$ cat src/rtl/ps2_pkg.sv
// Shared types for the PS/2 receiver: FSM state and frame error encoding.
package ps2_pkg;

   localparam int DATA_BITS = 8;

   typedef enum logic [1:0] {
      ST_IDLE   = 2'b00,
      ST_DATA   = 2'b01,
      ST_PARITY = 2'b10,
      ST_STOP   = 2'b11
   } ps2_state_e;

   typedef enum logic [1:0] {
      ERR_NONE    = 2'b00,
      ERR_PARITY  = 2'b01,
      ERR_STOP    = 2'b10,
      ERR_TIMEOUT = 2'b11
   } ps2_err_e;

endpackage

$ cat src/rtl/ps2_line_filter.sv
// Two-flop synchronizer plus glitch filter for one raw PS/2 line; idles high.
module ps2_line_filter #(
   parameter int FILTER_CYCLES = 19
) (
   input  logic clk,
   input  logic rst,
   input  logic line_i,
   output logic line_o
);

   localparam int CW = (FILTER_CYCLES > 1) ? $clog2(FILTER_CYCLES) : 1;
   localparam logic [CW-1:0] CNT_LAST = CW'(FILTER_CYCLES - 1);

   logic          sync1_q, sync2_q;
   logic          filt_q, filt_d;
   logic [CW-1:0] cnt_q, cnt_d;

   // The counter resets on every switch, so it never exceeds CNT_LAST.
   always_comb begin
      filt_d = filt_q;
      cnt_d  = '0;
      if (sync2_q != filt_q) begin
         if (cnt_q == CNT_LAST) begin
            filt_d = sync2_q;
         end else begin
            cnt_d = cnt_q + 1'b1;
         end
      end
   end

   always_ff @(posedge clk) begin
      if (rst) begin
         sync1_q <= 1'b1;
         sync2_q <= 1'b1;
         filt_q  <= 1'b1;
         cnt_q   <= '0;
      end else begin
         sync1_q <= line_i;
         sync2_q <= sync1_q;
         filt_q  <= filt_d;
         cnt_q   <= cnt_d;
      end
   end

   assign line_o = filt_q;

endmodule

$ cat src/rtl/ps2_receiver.sv
// PS/2 device-to-host frame receiver with parity/stop/timeout checking.
// state     | meaning
// ST_IDLE   | waiting for a start bit (data low on a clock falling edge)
// ST_DATA   | shifting in 8 data bits, LSB first
// ST_PARITY | capturing the odd-parity bit
// ST_STOP   | next falling edge ends the frame and it is evaluated
module ps2_receiver
   import ps2_pkg::*;
#(
   parameter int FILTER_CYCLES  = 19,
   parameter int TIMEOUT_CYCLES = 50000
) (
   input  logic       clk,
   input  logic       rst,
   input  logic       ps2_clk,
   input  logic       ps2_data,
   input  logic       hold,
   output logic [7:0] code,
   output logic       code_valid,
   output logic       frame_err,
   output logic [1:0] err_kind,
   output logic       busy
);

   localparam int BW = $clog2(DATA_BITS);
   localparam int TW = (TIMEOUT_CYCLES > 1) ? $clog2(TIMEOUT_CYCLES) : 1;
   localparam logic [BW-1:0] BIT_LAST = BW'(DATA_BITS - 1);
   localparam logic [TW-1:0] TMO_LAST = TW'(TIMEOUT_CYCLES - 1);

   logic clk_f, data_f, clk_prev_q, fall;

   ps2_line_filter #(.FILTER_CYCLES(FILTER_CYCLES)) u_clk_filter (
      .clk(clk), .rst(rst), .line_i(ps2_clk), .line_o(clk_f)
   );

   ps2_line_filter #(.FILTER_CYCLES(FILTER_CYCLES)) u_data_filter (
      .clk(clk), .rst(rst), .line_i(ps2_data), .line_o(data_f)
   );

   assign fall = clk_prev_q & ~clk_f;

   ps2_state_e          state_q, state_d;
   logic [BW-1:0]       bit_cnt_q, bit_cnt_d;
   logic [TW-1:0]       tmo_cnt_q, tmo_cnt_d;
   logic [DATA_BITS-1:0] shift_q, shift_d;
   logic                parity_q, parity_d;
   logic [7:0]          code_q, code_d;
   logic                code_valid_q, code_valid_d;
   logic                frame_err_q, frame_err_d;
   ps2_err_e            err_kind_q, err_kind_d;

   always_comb begin
      state_d      = state_q;
      bit_cnt_d    = bit_cnt_q;
      tmo_cnt_d    = tmo_cnt_q;
      shift_d      = shift_q;
      parity_d     = parity_q;
      code_d       = code_q;
      code_valid_d = 1'b0;
      frame_err_d  = 1'b0;
      err_kind_d   = ERR_NONE;
      if (hold) begin
         state_d   = ST_IDLE;
         bit_cnt_d = '0;
         tmo_cnt_d = '0;
      end else begin
         if (state_q == ST_IDLE || fall) begin
            tmo_cnt_d = '0;
         end else if (tmo_cnt_q != TMO_LAST) begin
            tmo_cnt_d = tmo_cnt_q + 1'b1;
         end
         case (state_q)
            ST_IDLE: begin
               if (fall && !data_f) begin
                  state_d   = ST_DATA;
                  bit_cnt_d = '0;
               end
            end
            ST_DATA: begin
               if (fall) begin
                  shift_d = {data_f, shift_q[DATA_BITS-1:1]};
                  if (bit_cnt_q == BIT_LAST) begin
                     state_d = ST_PARITY;
                  end else begin
                     bit_cnt_d = bit_cnt_q + 1'b1;
                  end
               end
            end
            ST_PARITY: begin
               if (fall) begin
                  parity_d = data_f;
                  state_d  = ST_STOP;
               end
            end
            ST_STOP: begin
               if (fall) begin
                  state_d   = ST_IDLE;
                  bit_cnt_d = '0;
                  // A bad stop bit outranks a parity error.
                  if (!data_f) begin
                     frame_err_d = 1'b1;
                     err_kind_d  = ERR_STOP;
                  end else if (!(^{shift_q, parity_q})) begin
                     frame_err_d = 1'b1;
                     err_kind_d  = ERR_PARITY;
                  end else begin
                     code_d       = shift_q;
                     code_valid_d = 1'b1;
                  end
               end
            end
            default: state_d = ST_IDLE;
         endcase
         if (state_q != ST_IDLE && !fall && tmo_cnt_q == TMO_LAST) begin
            state_d     = ST_IDLE;
            bit_cnt_d   = '0;
            tmo_cnt_d   = '0;
            frame_err_d = 1'b1;
            err_kind_d  = ERR_TIMEOUT;
         end
      end
   end

   always_ff @(posedge clk) begin
      if (rst) begin
         clk_prev_q   <= 1'b1;
         state_q      <= ST_IDLE;
         bit_cnt_q    <= '0;
         tmo_cnt_q    <= '0;
         shift_q      <= '0;
         parity_q     <= 1'b0;
         code_q       <= 8'h00;
         code_valid_q <= 1'b0;
         frame_err_q  <= 1'b0;
         err_kind_q   <= ERR_NONE;
      end else begin
         clk_prev_q   <= clk_f;
         state_q      <= state_d;
         bit_cnt_q    <= bit_cnt_d;
         tmo_cnt_q    <= tmo_cnt_d;
         shift_q      <= shift_d;
         parity_q     <= parity_d;
         code_q       <= code_d;
         code_valid_q <= code_valid_d;
         frame_err_q  <= frame_err_d;
         err_kind_q   <= err_kind_d;
      end
   end

   assign code       = code_q;
   assign code_valid = code_valid_q;
   assign frame_err  = frame_err_q;
   assign err_kind   = err_kind_q;
   assign busy       = (state_q != ST_IDLE);

endmodule

$ cat config.mk
export PLATFORM = sky130hd
export DESIGN_NAME = ps2_receiver
export DESIGN_NICKNAME = d
export VERILOG_FILES = /design/src/rtl/ps2_pkg.sv /design/src/rtl/ps2_line_filter.sv /design/src/rtl/ps2_receiver.sv
export SDC_FILE = /design/constraint.sdc
export NUM_CORES = 1
export LEC_CHECK = 0
export ABC_AREA = 0
export BUFFER_PORTS_ARGS = -buffer_cell sky130_fd_sc_hd__buf_2
export CORE_AREA = 2 2 91 93
export CTS_BUF_LIST = sky130_fd_sc_hd__clkbuf_8
export CTS_CLUSTER_SIZE = 30
export DETAILED_ROUTE_END_ITERATION = 10
export DIE_AREA = 0 0 93 95
export PLACE_DENSITY = 0.48
export REMOVE_ABC_BUFFERS = 1
export SLEW_MARGIN = 20
export SYNTH_ARGS = -nofsm -noshare
export SYNTH_HDL_FRONTEND = slang
export SYNTH_SLANG_ARGS = --single-unit
export TNS_END_PERCENT = 50
$ cat constraint.sdc
create_clock -name clk -period 1.9 [get_ports clk]
set_input_delay 0.095 -clock clk [delete_from_list [all_inputs] [get_ports clk]]
set_output_delay 0.095 -clock clk [all_outputs]
set_load 0.05 [all_outputs]
After elaboration in Yosys (flattened, before gate mapping):

Cells that the tools add are included.

* input bits: 5
* register bits after elaboration: 59

* add/sub/neg operators: 4
* reduce and logical (&&, ||, !) cells: 23
* muxes and demuxes: 22
* equal/unequal tests: 16
* bitwise logic cells: 8

Operators by type and width (count)
* 2-bit two-way mux: 9
* 16-bit by 1-bit adder with 16-bit output, second input constant: 1
* 16-bit equality test, second input constant: 1
* 16-bit inequality test, second input constant: 1
* 5-bit AND reduction: 3
* 3-bit two-way mux: 4
* 5-bit by 1-bit adder with 5-bit output, second input constant: 2
* 5-bit equality test, second input constant: 2
* 2-bit inequality test, second input constant: 5
* 3-bit one-hot mux with 3 select lines: 1
* 3-bit OR reduction: 3
* 9-bit parity: 1
* 2-bit one-hot mux with 4 select lines: 1
* 1-bit two-way mux: 7
* 1-bit inverter: 7
* 3-bit AND reduction: 2
* 5-bit OR reduction: 1
* 2-bit equality test, second input constant: 2
* 2-bit AND reduction: 2
* 4-bit OR reduction: 1
* 3-bit by 1-bit adder with 3-bit output, second input constant: 1
* 3-bit equality test, second input constant: 1
* 1-bit logical AND: 3
* 3-bit nonzero test: 1
* other kinds (9): 11

Depth between registers and ports, before layout:

Gate-level depths: netlist of the first run.

* depth in word-level cells: 6
* mapped depth: 7
* gate-level depth less buffers: 7

By module:

A second synthesis of the first run with hierarchy kept.

* cells, all modules: 259
* area total of the unflattened synthesis: 2556.2 sq um

Modules (own cells, without submodules)
* ps2_receiver: times used 1, sequential area each 860.8 sq um, cells each 201, area an instance 1938.1 sq um
* ps2_line_filter: times used 2, sequential area each 160.2 sq um, cells each 29, area an instance 309.0 sq um

Least setup slack after synthesis of the first run:

Ideal clock, no wire load.

* kind: flip-flop to flip-flop
* start point: reg state_q[0]
* end point: reg bit_cnt_q[0]
* arrival time: 1.814 ns
* cell stages (with the launch flop): 8
* path slack: 0.016 ns
* data required time: 1.830 ns
* clock period less this slack: 1.884 ns
* path through: dfxtp_1 > inv_1 > ha_1 > nor3_1 > a21oi_1 > a211o_1 > or3b_2 > a21oi_1

* longest elaborated chain between the ends: 4
* elaborated cells between the ends (all ways): 14
* those cells by class: eq/ne (6); mux (1); reduce/logical (7)

RTL lines
* from (decl): RTL line ps2_receiver.sv:42 `ps2_state_e state_q, state_d;`
* from (signal assigned): RTL line ps2_receiver.sv:138 `state_q <= state_d;`
* parallel branches: the longest is 4 deep, another holds 5-bit AND reduction
* to (signal assigned): RTL line ps2_receiver.sv:139 `bit_cnt_q <= bit_cnt_d;`
* to (decl): RTL line ps2_receiver.sv:43 `logic [BW-1:0] bit_cnt_q, bit_cnt_d;`

Parallel ways; which one is timed is not known.
A chain may end at the register's enable or synchronous reset.

Worst setup path after layout of the first run:

* start point: reg tmo_cnt_q[5]
* end point: reg state_q[0]

* longest elaborated chain between the ends: 3

RTL lines
* from (decl): RTL line ps2_receiver.sv:44 `logic [TW-1:0] tmo_cnt_q, tmo_cnt_d;`
* from (signal assigned): RTL line ps2_receiver.sv:140 `tmo_cnt_q <= tmo_cnt_d;`
* 16-bit equality test: RTL line ps2_receiver.sv:114 `if (state_q != ST_IDLE && !fall && tmo_cnt_q == TMO_LAST) begin`
* 1-bit logical AND: RTL line ps2_receiver.sv:114
* 3-bit OR reduction (no source line)

No other way between the ends.

==> results of run 1 <==
==> worst max-delay path by stage <==
stage	start	cells after the start	end	slack, ps
3_3_place_gp	shift_q[1]	6	code[5]	-130
4_1_cts	tmo_cnt_q[4]	4	state_q[0]	-70
2_1_floorplan	state_q[0]	7	bit_cnt_q[0]	-6
3_5_place_dp	parity_q	6	code[0]	-200
6_report	tmo_cnt_q[5]	4	state_q[0]	-40
5_1_grt	tmo_cnt_q[5]	4	state_q[0]	-90
==> flip-flops by register name, summed over array words and instances, names as in the netlist, 2 cells and up <==
name and count:
u_clk_filter.cnt_q 5, state_q 2, u_data_filter.cnt_q 5, bit_cnt_q 3, tmo_cnt_q 16, code 8
err_kind 2, shift_q 8
==> what timing repair did <==
item	in CTS	in global routing
endpoints found under the hold margin	2	0
buffers inserted	0	0
gates resized for setup	1	5
setup endpoints to repair	23	26
hold buffers	2	0
pin swaps	0	2
==> worst register-to-register path, stage by stage, from the launching register on <==
cell and delay [ps]:
dfxtp_1 310, or4b_1 520, or4_4 600, o31ai_4 310
a211oi_1 80
==> cell usage after synthesis, drive strengths merged, types with 3 or more instances <==
cell type   n  area, um2
nor3        5      25.02
or2         7      43.79
o21ai       3      15.01
nor2       35      131.4
clkbuf      6      22.52
and3        3      21.27
buf         3      23.77
xnor2      15      131.4
xor2       12      105.1
nand2      16      62.56
nor2b       4      25.02
inv        10      37.54
or3         4      25.02
nand4       4      25.02
ha         11      137.6
a211o       3      26.28
mux2i      17      170.2
nand2b     16      100.1
dfxtp      59       1181
nand3       9      45.04
a21oi       7      35.03
==> layer usage <==
layer	up-vias	share of wire, %	track usage [%]
met5	-	0	0
met4	0	1.6	5.147
met3	8	4.1	5.188
met2	21	47	20.53
met1	868	47	13.52
li1	998	-	-
==> layout make-up <==
type | count | area [um2] | share of cell area (%)
Inverter | 10 | 37.54 | 1.155
Timing Repair Buffer | 49 | 330.3 | 10.16
Tap cell | 105 | 131.4 | 4.042
Clock buffer | 9 | 123.9 | 3.811
Clock inverter | 7 | 101.3 | 3.118
Sequential cell | 59 | 1184 | 36.41
Multi-Input combinational cell | 191 | 1343 | 41.30
==> kinds of logic (layout without fill, tap and decap cells) <==
logic type | after synthesis | in the layout | share of synthesized area, %
AO/OA/AOI/OAI | 18 | 18 | 4.971
XOR/XNOR | 28 | 28 | 10.04
adder cells (fa/ha/maj) | 11 | 11 | 5.309
buffers and inverters | 19 | 75 | 3.234
flip-flops | 59 | 59 | 45.56
multiplexers | 17 | 17 | 6.564
AND/OR/NAND/NOR | 117 | 117 | 24.32
==> metrics by stage <==
| step | hold slack [ps] | utilization (%) |
|---|---|---|
| 5_1_grt | 87.08 | 41.00 |
| 4_1_cts | 74.06 | 40.81 |
| 2_1_floorplan | 167.4 | - |
| 3_5_place_dp | 287.1 | 37.69 |
| 3_3_place_gp | 284.4 | 37.69 |
| 6_report | 90.18 | 41.00 |
==> where the power goes <==
part / internal, mW / switching, mW
sequential: 1.24 / 0.00278
combinational: 0.0185 / 0.0186
clock: 0.746 / 0.534
==> flow_summary.json, run 1 <==
{
  "status": "finished with violations",
  "violations": "setup timing",
  "ys_seq_area_share_pct": 45.56,
  "timing.critical_path.buf_inv": 0,
  "synth.distinct_cells": 42,
  "total_power_mw": 2.562,
  "min_from": "rst",
  "num_vias": 1895,
  "num_rows": 33,
  "die_h_um": 95,
  "crit-reg2reg-launch": "tmo_cnt_q[5]",
  "ir_drop_uv": 343.9,
  "rrSetupSlack_ps": -40,
  "drv_slew": 0,
  "crit_arrival_ps": 2150,
  "nFillCells": 821,
  "antenna_found_initial": 0,
  "syn-cell-area_um2": 2592,
  "worst_r2r_endpoint": "state_q[0]",
  "cp_slowest_cell": "or4_4",
  "port_buffers": 17,
  "area_growth_pct": 25.39,
  "min_to": "shift_q[7]",
  "p_leak_nw": 1.265,
  "drtPass1Iterations": 5,
  "synth-seq-cells": 59,
  "drive_gt1_share_pct": 25.54,
  "cts.sinks": 59,
  "grt_pass1_vias": 1876,
  "dpl_cell_area_um2": 2988,
  "dp.cells": 412,
  "diodes": 0,
  "slowest_delay_ps": 600,
  "drtIter0Drc": 35,
  "setup_ws_ps": -37.48,
  "syn_inst": 269,
  "die_area_um2": 8835,
  "yosys_warnings": 0,
  "initial_utilization_pct": 32.70,
  "clk_pin_slew_worst_paths_ps": 70,
  "worst_skew_pair.late_latency_ps": 340,
  "clk_path_buf_depth": 2,
  "async_flop_share_pct": 0,
  "p_per_area_nw_per_um2": 788.0,
  "drcViolationCount": 0,
  "final_cell_mix": "57 x dfxtp_1, 35 x nor2_1, 30 x buf_4",
  "grt_pass1_wl_um": 8342,
  "cp_max_fo": 5,
  "synth.avg_cell_area_um2": 9.637,
  "gp_congestion": 0.7454,
  "cp_cell_sequence": "or4b_1 -> or4_4 -> o31ai_4 -> a211oi_1",
  "fp.dieW_um": 93,
  "stdcell_count": 430,
  "dp_slack_ps": -203.3,
  "max_slew_margin_pct": 68.53,
  "hold_class": "in -> reg",
  "rsz0062_at_grt": "true",
  "synth_flop_cell": "dfxtp_1",
  "ant_nets": 0,
  "r2r_cells": 4,
  "startpoint_type": "flop",
  "finalSetupTns_ps": -104.9,
  "grt_max_degree": 24,
  "required_ps": 2110,
  "tightest_slew_ps": 465.7,
  "synth-edff-count": 0,
  "crit_type": "reg -> reg",
  "tritoncts": "yes",
  "fin_crit_ps": 1937,
  "wirelength_um": 4760,
  "ios": 18,
  "skew_ps": 10.47,
  "htreeDepth": 3,
  "numCtsBuffers": 9,
  "path_delay_family": "simple AND/OR/NAND/NOR gates",
  "end_kind": "flop",
  "layout_commonest_cell": "dfxtp_1",
  "overflow": 0,
  "fin_crit_sh_pct": 102.0,
  "track_usage_pct": 12.18,
  "hpwl_um": 3393,
  "stdcell_area_um2": 3251,
  "core_area_um2": 7928,
  "wl_per_cell_um": 11.07,
  "nets": 336,
  "max_freq_mhz": 516.1,
  "cts_root_buf": "clkbuf_8",
  "vias_per_cell": 4.407,
  "timing.max_cap.violations": 0,
  "hold_viol": 0,
  "min_path_cells": 2,
  "setup_viol": 5
}
Note: power is estimated with default switching activity, not from simulation.
==> inputs of run 2 (changes only) <==
--- a/config.mk
+++ b/config.mk
@@ -12,7 +12,8 @@
 export CTS_CLUSTER_SIZE = 30
 export DETAILED_ROUTE_END_ITERATION = 10
 export DIE_AREA = 0 0 93 95
-export PLACE_DENSITY = 0.48
+export HOLD_SLACK_MARGIN = 0.03
+export PLACE_DENSITY = 0.46
 export REMOVE_ABC_BUFFERS = 1
 export SLEW_MARGIN = 20
 export SYNTH_ARGS = -nofsm -noshare
==> constraint.sdc (replaced) <==
create_clock -name clk -period 2.5 [get_ports clk]
set_input_delay 0.125 -clock clk [delete_from_list [all_inputs] [get_ports clk]]
set_output_delay 0.125 -clock clk [all_outputs]
set_load 0.05 [all_outputs]
==> run 2 against run 1 <==
- the run now ends clean
- highest routed layer unchanged
- global-route usage shrank 0.55 points
- hold slack gained 110 ps
- non-clock buffer count shrank 27
- register-to-register slack gained 380 ps
- final cell count shrank 6.3%
- setup slack gained 380 ps
- cell area shrank 7.7%
- critical path depth grew 1
- sequential cell count is the same
- via count shrank 4.3%
- sequential power shrank 24%
==> flow_summary.json, run 2 (synthesis results as in run 1) <==
{
  "status": "complete, no violations",
  "tightest_slew_ps": 850.1,
  "num_rows": 33,
  "antenna_found_initial": 0,
  "vias_per_cell": 4.499,
  "cts_setup_buffers": 0,
  "grt_pass1_wl_um": 8066,
  "num_vias": 1813,
  "regArea_um2": 1181,
  "worst_skew_pair.late_latency_ps": 330,
  "htreeDepth": 3,
  "hold_viol": 0,
  "startpoint_type": "flop",
  "rrSetupSlack_ps": 340,
  "crit_type": "reg -> reg",
  "finalSetupTns_ps": 0,
  "end_kind": "flop",
  "wirelength_um": 4617,
  "ios": 18,
  "port_buffers": 17,
  "tritoncts": "yes",
  "worst_path_most_repeated_cell": "xnor2_1",
  "area_growth_pct": 15.69,
  "setup_viol": 0,
  "nets": 309,
  "die_area_um2": 8835,
  "clk_path_buf_depth": 2,
  "ir_drop_uv": 252.2,
  "numCtsBuffers": 9,
  "diodes": 0,
  "layout_commonest_cell": "dfxtp_1",
  "nFillCells": 852,
  "track_usage_pct": 11.63,
  "fin_crit_sh_pct": 86.26,
  "gp_congestion": 0.6971,
  "p_leak_nw": 1.123,
  "cp_max_fo": 7,
  "p_per_area_nw_per_um2": 607.7,
  "grt_pass1_vias": 1702,
  "max_freq_mhz": 463.7,
  "largest_reg_flops": 16,
  "overflow": 0,
  "core_area_um2": 7928,
  "total_power_mw": 1.822,
  "die_h_um": 95,
  "final_cell_mix": "59 x dfxtp_1, 35 x nor2_1, 17 x mux2i_1, 17 x buf_2, 16 x nand2b_1",
  "drtPass1Iterations": 4,
  "cts.sinks": 59,
  "hold_class": "in -> reg",
  "skew_ps": 7.634,
  "clk_pin_slew_worst_paths_ps": 70,
  "crit_arrival_ps": 2420,
  "cts_root_buf": "clkbuf_8",
  "drtIter0Drc": 31,
  "cp_cell_sequence": "xnor2_1 -> xnor2_1 -> xor3_1 -> nor2b_1 -> mux2i_1",
  "ant_nets": 0,
  "drive_gt1_share_pct": 16.78,
  "cp_slowest_cell": "nor2b_1",
  "drv_slew": 0,
  "timing.max_cap.violations": 0,
  "drcViolationCount": 0,
  "wl_per_cell_um": 11.46,
  "slowest_delay_ps": 700,
  "max_slew_margin_pct": 43.21,
  "initial_utilization_pct": 32.70,
  "fin_crit_ps": 2157,
  "path_delay_family": "XOR/XNOR gates",
  "timing.critical_path.buf_inv": 0,
  "required_ps": 2760,
  "regMostFlops": "tmo_cnt_q",
  "rsz0062_at_grt": "false",
  "grt_max_degree": 37,
  "fp.dieW_um": 93,
  "hpwl_um": 3146,
  "multi_input_area_um2": 1328
}
-- run 2: cell count changes in the layout (fill, tap and decap cells not counted), moves of 2 or more --
cell	delta
clkinv_2	+3
dfxtp_1	+2
buf_4	-27
dfxtp_2	-2
clkinv_4	-2
-- run 2: through the flow --
step | instance area [um2] | worst slack [ps] | instances | hold WS (ps) | utilization (%)
after floorplan | 2546 | 593.8 | 260 | 197.4 | -
after global placement | 2785 | 377.6 | 385 | 307.8 | 35.13
after detailed placement | 2785 | 262.0 | 385 | 313.3 | 35.13
after CTS | 2999 | 245.2 | 403 | 189.4 | 37.83
after global routing | 2999 | 87.91 | 403 | 232.9 | 37.83
final | 2999 | 343.5 | 403 | 199.3 | 37.83
-- run 2: layer usage --
layer / global-route usage [%] / vias to the layer above / share of wire (%)
li1: - / 949 / -
met1: 14.85 / 838 / 50
met2: 17.69 / 18 / 44
met3: 4.389 / 8 / 3.9
met4: 4.779 / 0 / 1.6
met5: 0 / - / 0
-- run 2: path summary, 6_finish.rpt --
| check | endpoint | cells after the start | startpoint |
|---|---|---|---|
| hold / removal | bit_cnt_q[1] | 4 | hold |
| setup reg to reg | code[5] | 5 | shift_q[1] |
| setup / recovery | code[5] | 5 | shift_q[1] |
| hold reg to reg | u_data_filter.sync2_q | 1 | u_data_filter.sync1_q |
-- run 2: repair_timing --
| action | in CTS | in global routing |
|---|---|---|
| resized for setup | 0 | 0 |
| hold buffers | 2 | 0 |
| endpoints found under the hold margin | 2 | 0 |
-- run 2: power breakdown --
part | switching [mW] | internal [mW]
logic | 0.0139 | 0.0131
registers | 0.00216 | 0.944
clock network | 0.372 | 0.478
-- run 2: worst reg2reg max path, cell delays in order, from the launching register on --
cell and delay (ps):
dfxtp_1 390, xnor2_1 100, xnor2_1 290, xor3_1 340, nor2b_1 700, mux2i_1 270
-- run 2: layout make-up --
type / instances / area share (%)
sequential: 59 / 39.38
multi-input combinational: 191 / 44.26
tap: 105 / 4.380
inverter: 10 / 1.252
clock buffer: 10 / 4.589
clock inverter: 6 / 1.877
timing repair buffer: 22 / 4.255
